--- src/rtl/frame_capture_writer_if.sv ---
// Frame-buffer capture bus: display-side pixel stream in, RGB565 frame-buffer writes out.
interface frame_capture_writer_if #(
  parameter int ADDR_W = 17
);
  logic              pclk;
  logic              DE;
  logic [9:0]        x_pixel;
  logic [9:0]        y_pixel;
  logic [3:0]        r_in;
  logic [3:0]        g_in;
  logic [3:0]        b_in;
  logic              save_req;
  logic              wr_en;
  logic [ADDR_W-1:0] wr_addr;
  logic [15:0]       wr_data;
  logic              busy;
  logic              done;
  logic [7:0]        frame_saved_cnt;

  modport slave (
    input  pclk, DE, x_pixel, y_pixel, r_in, g_in, b_in, save_req,
    output wr_en, wr_addr, wr_data, busy, done, frame_saved_cnt
  );

  modport master (
    output pclk, DE, x_pixel, y_pixel, r_in, g_in, b_in, save_req,
    input  wr_en, wr_addr, wr_data, busy, done, frame_saved_cnt
  );
endinterface

--- src/rtl/frame_capture_writer.sv ---
// Snapshots one displayed 640x480 RGB444 frame, decimated 2:1 per axis, into a
// 320x240 RGB565 frame buffer using the image reader's address map.
module frame_capture_writer #(
  parameter int IMG_WIDTH  = 320,
  parameter int IMG_HEIGHT = 240,
  parameter int ADDR_W     = $clog2(IMG_WIDTH * IMG_HEIGHT)
) (
  input  logic                 clk,
  input  logic                 reset,
  frame_capture_writer_if.slave fb
);
  localparam int unsigned NPIX  = IMG_WIDTH * IMG_HEIGHT;
  localparam int unsigned CNT_W = $clog2(NPIX + 1);

  typedef enum logic [1:0] {IDLE, ARM, CAPTURE, DONE} state_t;

  state_t            state, state_next;
  logic [CNT_W-1:0]  cnt, cnt_next;
  logic              sample, origin, issue;
  logic              wr_en_q;
  logic [ADDR_W-1:0] wr_addr_q, xh, yh, row_base, addr_calc;
  logic [15:0]       wr_data_q;
  logic [7:0]        saved_q;

  assign sample = fb.pclk & fb.DE & ~fb.x_pixel[0] & ~fb.y_pixel[0];
  assign origin = fb.pclk & fb.DE & (fb.x_pixel == '0) & (fb.y_pixel == '0);

  // Full-size buffer uses the shift-add row base (y*320 = y*256 + y*64).
  assign xh        = ADDR_W'(fb.x_pixel[9:1]);
  assign yh        = ADDR_W'(fb.y_pixel[9:1]);
  assign row_base  = (IMG_WIDTH == 320) ? (yh << 8) + (yh << 6)
                                        : yh * ADDR_W'(IMG_WIDTH);
  assign addr_calc = row_base + xh;

  always_ff @(posedge clk) begin
    if (reset) begin
      state   <= IDLE;
      cnt     <= '0;
      saved_q <= '0;
    end else begin
      state <= state_next;
      cnt   <= cnt_next;
      if (state == DONE) saved_q <= saved_q + 8'd1;
    end
  end

  always_comb begin
    state_next = state;
    cnt_next   = cnt;
    issue      = 1'b0;
    case (state)
      IDLE: if (fb.save_req) state_next = ARM;
      ARM: begin
        if (origin) begin
          issue      = 1'b1;
          cnt_next   = CNT_W'(1);
          state_next = CAPTURE;
        end
      end
      CAPTURE: begin
        if (sample) begin
          issue = 1'b1;
          // A fresh origin mid-capture restarts the count with (0,0) as write 1.
          cnt_next = origin ? CNT_W'(1) : cnt + 1'b1;
          if (cnt_next == CNT_W'(NPIX)) state_next = DONE;
        end
      end
      DONE: begin
        cnt_next   = '0;
        state_next = IDLE;
      end
      default: state_next = IDLE;
    endcase
  end

  always_comb begin
    fb.busy = (state != IDLE);
    fb.done = (state == DONE);
  end

  always_ff @(posedge clk) begin
    if (reset) begin
      wr_en_q   <= 1'b0;
      wr_addr_q <= '0;
      wr_data_q <= '0;
    end else begin
      wr_en_q <= issue;
      if (issue) begin
        wr_addr_q <= addr_calc;
        wr_data_q <= {fb.r_in, fb.r_in[3], fb.g_in, fb.g_in[3:2], fb.b_in, fb.b_in[3]};
      end
    end
  end

  assign fb.wr_en           = wr_en_q;
  assign fb.wr_addr         = wr_addr_q;
  assign fb.wr_data         = wr_data_q;
  assign fb.frame_saved_cnt = saved_q;
endmodule

--- src/flat_wrapper.sv ---
// flat-port wrapper written by rule: the top's interface ports become plain ports
module frame_capture_writer_flat 
#(
  parameter int IMG_WIDTH  = 320,
  parameter int IMG_HEIGHT = 240,
  parameter int ADDR_W     = $clog2(IMG_WIDTH * IMG_HEIGHT)
)
  (clk, reset, fb_pclk, fb_DE, fb_x_pixel, fb_y_pixel, fb_r_in, fb_g_in, fb_b_in, fb_save_req, fb_wr_en, fb_wr_addr, fb_wr_data, fb_busy, fb_done, fb_frame_saved_cnt);
  frame_capture_writer_if #(.ADDR_W(ADDR_W)) fb_i ();
  input  logic clk;
  input  logic reset;
  input wire logic [$bits(fb_i.pclk)-1:0] fb_pclk;
  input wire logic [$bits(fb_i.DE)-1:0] fb_DE;
  input wire logic [$bits(fb_i.x_pixel)-1:0] fb_x_pixel;
  input wire logic [$bits(fb_i.y_pixel)-1:0] fb_y_pixel;
  input wire logic [$bits(fb_i.r_in)-1:0] fb_r_in;
  input wire logic [$bits(fb_i.g_in)-1:0] fb_g_in;
  input wire logic [$bits(fb_i.b_in)-1:0] fb_b_in;
  input wire logic [$bits(fb_i.save_req)-1:0] fb_save_req;
  output wire logic [$bits(fb_i.wr_en)-1:0] fb_wr_en;
  output wire logic [$bits(fb_i.wr_addr)-1:0] fb_wr_addr;
  output wire logic [$bits(fb_i.wr_data)-1:0] fb_wr_data;
  output wire logic [$bits(fb_i.busy)-1:0] fb_busy;
  output wire logic [$bits(fb_i.done)-1:0] fb_done;
  output wire logic [$bits(fb_i.frame_saved_cnt)-1:0] fb_frame_saved_cnt;
  assign fb_i.pclk = fb_pclk;
  assign fb_i.DE = fb_DE;
  assign fb_i.x_pixel = fb_x_pixel;
  assign fb_i.y_pixel = fb_y_pixel;
  assign fb_i.r_in = fb_r_in;
  assign fb_i.g_in = fb_g_in;
  assign fb_i.b_in = fb_b_in;
  assign fb_i.save_req = fb_save_req;
  assign fb_wr_en = fb_i.wr_en;
  assign fb_wr_addr = fb_i.wr_addr;
  assign fb_wr_data = fb_i.wr_data;
  assign fb_busy = fb_i.busy;
  assign fb_done = fb_i.done;
  assign fb_frame_saved_cnt = fb_i.frame_saved_cnt;
  frame_capture_writer #(.IMG_WIDTH(IMG_WIDTH), .IMG_HEIGHT(IMG_HEIGHT), .ADDR_W(ADDR_W)) u_core (.clk(clk), .reset(reset), .fb(fb_i));
endmodule
--- config.mk ---
export PLATFORM = sky130hd
export DESIGN_NAME = frame_capture_writer_flat
export DESIGN_NICKNAME = d
export VERILOG_FILES = /design/src/rtl/frame_capture_writer_if.sv /design/src/rtl/frame_capture_writer.sv /design/src/flat_wrapper.sv
export SDC_FILE = /design/constraint.sdc
export NUM_CORES = 1
export LEC_CHECK = 0
export ABC_AREA = 1
export CAP_MARGIN = 25
export CORE_MARGIN = 4
export CORE_UTILIZATION = 29
export CTS_CLUSTER_DIAMETER = 120
export CTS_CLUSTER_SIZE = 24
export DETAILED_ROUTE_END_ITERATION = 8
export GPL_TIMING_DRIVEN = 0
export MAX_ROUTING_LAYER = met4
export PLACE_DENSITY_LB_ADDON = 0.12
export SYNTH_ARGS = -nofsm -noshare
export SYNTH_HDL_FRONTEND = slang
export SYNTH_SLANG_ARGS = --single-unit
--- constraint.sdc ---
create_clock -name clk -period 2.7 [get_ports clk]
set_input_delay 0.54 -clock clk [delete_from_list [all_inputs] [get_ports clk]]
set_output_delay 0.54 -clock clk [all_outputs]
set_load 0.01 [all_outputs]
==> impl_results.md <==
* Data required time at the worst endpoint at 2.91 ns
* Final hold vios at 0
* Xor/xnor share of the synthesized area at 2.81%
* Die X-Extent at 117 um
* Largest net degree at the start of global routing at 11
* Share of the synthesized area in the top cell type at 33.2%
* Count of distinct cell types in the synthesized netlist at 37
* Slew at the pin closest to its max-slew limit at 0.610 ns
* Top cells by area, synth: dfxtp_1, nor2_1, nand2_1, ha_1, o21ai_0
* Global-route wire length before repair at 15.7 mm
* Most numerous cell on the critical path: nand2_1
* Mux contribution to synthesized area at 0%
* Clock skew after layout at 0.00965 ns
* Main combinational cell family by area after synthesis: simple AND/OR/NAND/NOR gates
* Most used flip-flop cell after synthesis: dfxtp_1
* Number of nets produced by synthesis at 541
* Starting density of the core at 29.8%
* Maximum vdd drop at 0.000397 V
* Most frequently used cell type in the post-synthesis netlist: nor2_1
* Worst stage delay on the critical path at 0.52 ns
* DP HPWL at 7.29 mm
* Reported leakage power at 1.91 nW
* DRC violation count after routing at 0
* Slowest cell on the critical path: clkdlybuf4s50_1
* Minimum setup slack after placement at -0.419 ns
* Post-Route Setup TNS at 0 ns
* Total Wirelength at 9.56 mm
* Final number of setup-violating endpoints at 0
* Placement Cell Area at 4410 um^2
* Count of TritonRoute iterations in the first routing pass at 6
* TritonCTS clock tree: built
* Final GP Congestion at 0.879
* Cell family contributing the most delay on the critical path: adder cells
* Crit share post-route at 94.2%
* Final instance area at 4720 um^2
* Area enclosed by the die boundary at 13600 um^2
* Buffer depth of the longest clock path at 2
* Final Max Slew Viols at 0
* Post-layout instance count excluding filler cells at 717
* Synthesized area per cell at 7.18 um^2
* Global-route total usage across every layer at 15.2%
* RSZ-0062 raised after global routing: false
* Peak Freq at 393 MHz
* Class of the tightest hold or removal check: reg2reg
* Detailed Route Iter0 Violations at 173
* List of cells traversed by the critical path: clkdlybuf4s50_1 -> ha_4 -> ha_4 -> fa_2 -> nand3_1 -> nand2_1 -> a21oi_2 -> o21bai_2 -> nand2_1 -> nand2_1 -> nand2_1 -> nand2_1 -> xnor2_1 -> a21oi_1
* Core area at 11500 um^2
* Aggregate global routing overflow at 0
* Worst endpoint data arrival time at 2.76 ns
* Total number of placement rows at 39
* Post-DR vias/cell at 4.62
* Max-capacitance violation count at 0
* Nets at 632
* Proportion of layout cells with a drive suffix above 1 at 10.1%
* Number of warnings printed during yosys synthesis at 0
* Run status: finished, final reports clean
* Crit Path Category: in2reg
* Complex-gate fraction of the synthesized area at 14.2%
* P&R area growth vs syn at 37.6%
* Buf/Inv on CP at 1
* Worst relative slew slack at 59.3%
* Count of placed standard cells including taps at 701
* Quantity of I/O buffers inserted on ports at 80
* Number of nets with antenna violations after detailed routing at 0
* Number of instances in the synthesized netlist at 478
* Maximum fanout along the worst path at 4
* Average wire length per cell after detail routing at 13.3 um
* FF+latch count, synth at 57
* Layout Utilization at 41.0%
* Detailed-route via count at 3311
* CTS Root Cell: clkbuf_16
* Final antenna diode count at 0
* Final worst setup slack at 0.156 ns
* Areal power density over the cells at 603 nW/um^2
* Minimum clock period after layout at 2.54 ns
* Fillers at 1225
* Clk sinks at 57
* CTS H-tree depth at 3
* Die height at 117 um
* Boundary pin count at 81
* Cell type contributing the most total cell area after synthesis: dfxtp_1
* Via count of the first global-routing pass at 3224
* Area of the mapped netlist at 3430 um^2
* Type of element capturing the critical path: register
* Share of synthesized registers carrying an async set or reset at 0%
* Total CTS buffers at 9
* Total chip power at 2.85 mW
* Number of antenna violations at the first check in global routing at 0
* Count of hold buffers inserted by post-cts repair at 0
* Clock input transition at the sequential cells of the worst setup and hold paths at 0.06 ns
* Number of flops mapped to enable cells by yosys at 0
* Insertion delay of the later-clocked pin in the worst-skew pair at 0.32 ns
* Post-synthesis share of cell area spent on and, or, nand and nor gates at 31.6%
* Register area share after synthesis at 33.2%
* Post-synthesis adder-cell area fraction at 9.92%
* Most numerous cell types in the synthesized netlist: nor2_1, nand2_1, dfxtp_1
* Final hold slack at 0.470 ns
* Nature of the critical path startpoint: primary input
layout by cell type (no fill, tap or decap), types with 3 or more instances in the layout:
cell               n
ha_1              22
dfxtp_1           57
nor3_1             6
dlymetal6s2s_1     3
clkinv_2           4
xnor2_1            6
nor2_2             4
buf_4              6
a21oi_1           28
clkbuf_16          9
inv_1             39
nor2_1           100
clkbuf_1           8
nand3_1           25
xor2_1             5
o21ai_0           35
nand4_1            5
a21oi_2            3
nand2_1           82
buf_6              4
nand2_2            5
nor2_4             5
a32oi_1            5
a211oi_1           4
clkdlybuf4s50_1   76
power breakdown:
| group | internal, mW | leakage [nW] | switching [mW] |
|---|---|---|---|
| sequential | 0.896 | 0.460 | 0.0545 |
| combinational | 0.364 | 1.33 | 0.525 |
| clock | 0.613 | 0.128 | 0.395 |
cells by family after synthesis:
kind of cell               count (synthesis)
AOI/OAI and AO/OA                         85
xor gates and xnor gates                  11
adders and majority gates                 26
buffers and inverters                     60
DFF                                       57
and+or+nand+nor                          239
worst register-to-register path, cell delays in order (launching register included):
cell and delay (ns):
dfxtp_1 0.37, ha_1 0.18, nand2_1 0.17, nor2_8 0.22, nand2_1 0.09, nor2_1 0.13
nor2_1 0.06, nor2_2 0.09, nand2_1 0.06, nor2_1 0.14, nand2_1 0.08, nand2_2 0.08
nand3_1 0.07, nand2_1 0.06, nor2_1 0.04
final timing paths:
kind / to / start / cells past startpoint / slack [ns]
worst min-delay path: u_core.fb.frame_saved_cnt[7] / u_core.fb.frame_saved_cnt[7] / 2 / 0.47
worst min register to register: u_core.fb.frame_saved_cnt[7] / u_core.fb.frame_saved_cnt[7] / 2 / 0.47
worst max-delay path: u_core.fb.wr_addr[15] / fb_x_pixel[8] / 14 / 0.16
worst max register to register: u_core.state[1] / u_core.cnt[0] / 14 / 0.75
repair_timing:
item	4_1_cts	5_1_grt
setup buffers	0	0
pin swaps	1	3
gates resized for setup	3	9
hold endpoints to repair	0	0
endpoints found under the setup margin	1	2
layout make-up:
class | count | area (um^2) | area share (%)
plain buffers | 18 | 121 | 2.57
repair buffers | 80 | 807 | 17.1
well taps | 143 | 179 | 3.79
inverters | 42 | 160 | 3.39
clock inverters | 6 | 35.0 | 0.742
multi-input cells | 361 | 2050 | 43.4
flip-flops and latches | 57 | 1140 | 24.2
clock buffers | 10 | 229 | 4.85
registers in the layout, indices dropped and copies added, names as in the netlist:
signal	flops
u_core.fb.frame_saved_cnt	8
u_core.fb.wr_en	1
u_core.fb.wr_addr	17
u_core.state	2
u_core.cnt	17
u_core.fb.wr_data	12
metal layers:
layer / up-vias / routed length, um / track usage, %
met3: 4 / 369 / 3.65
met4: 0 / 68 / 4.36
met2: 68 / 4390 / 23.6
met1: 1489 / 4730 / 19.8
li1: 1750 / - / -
met5: - / 0 / -
Power figures use the tool's default switching activity.
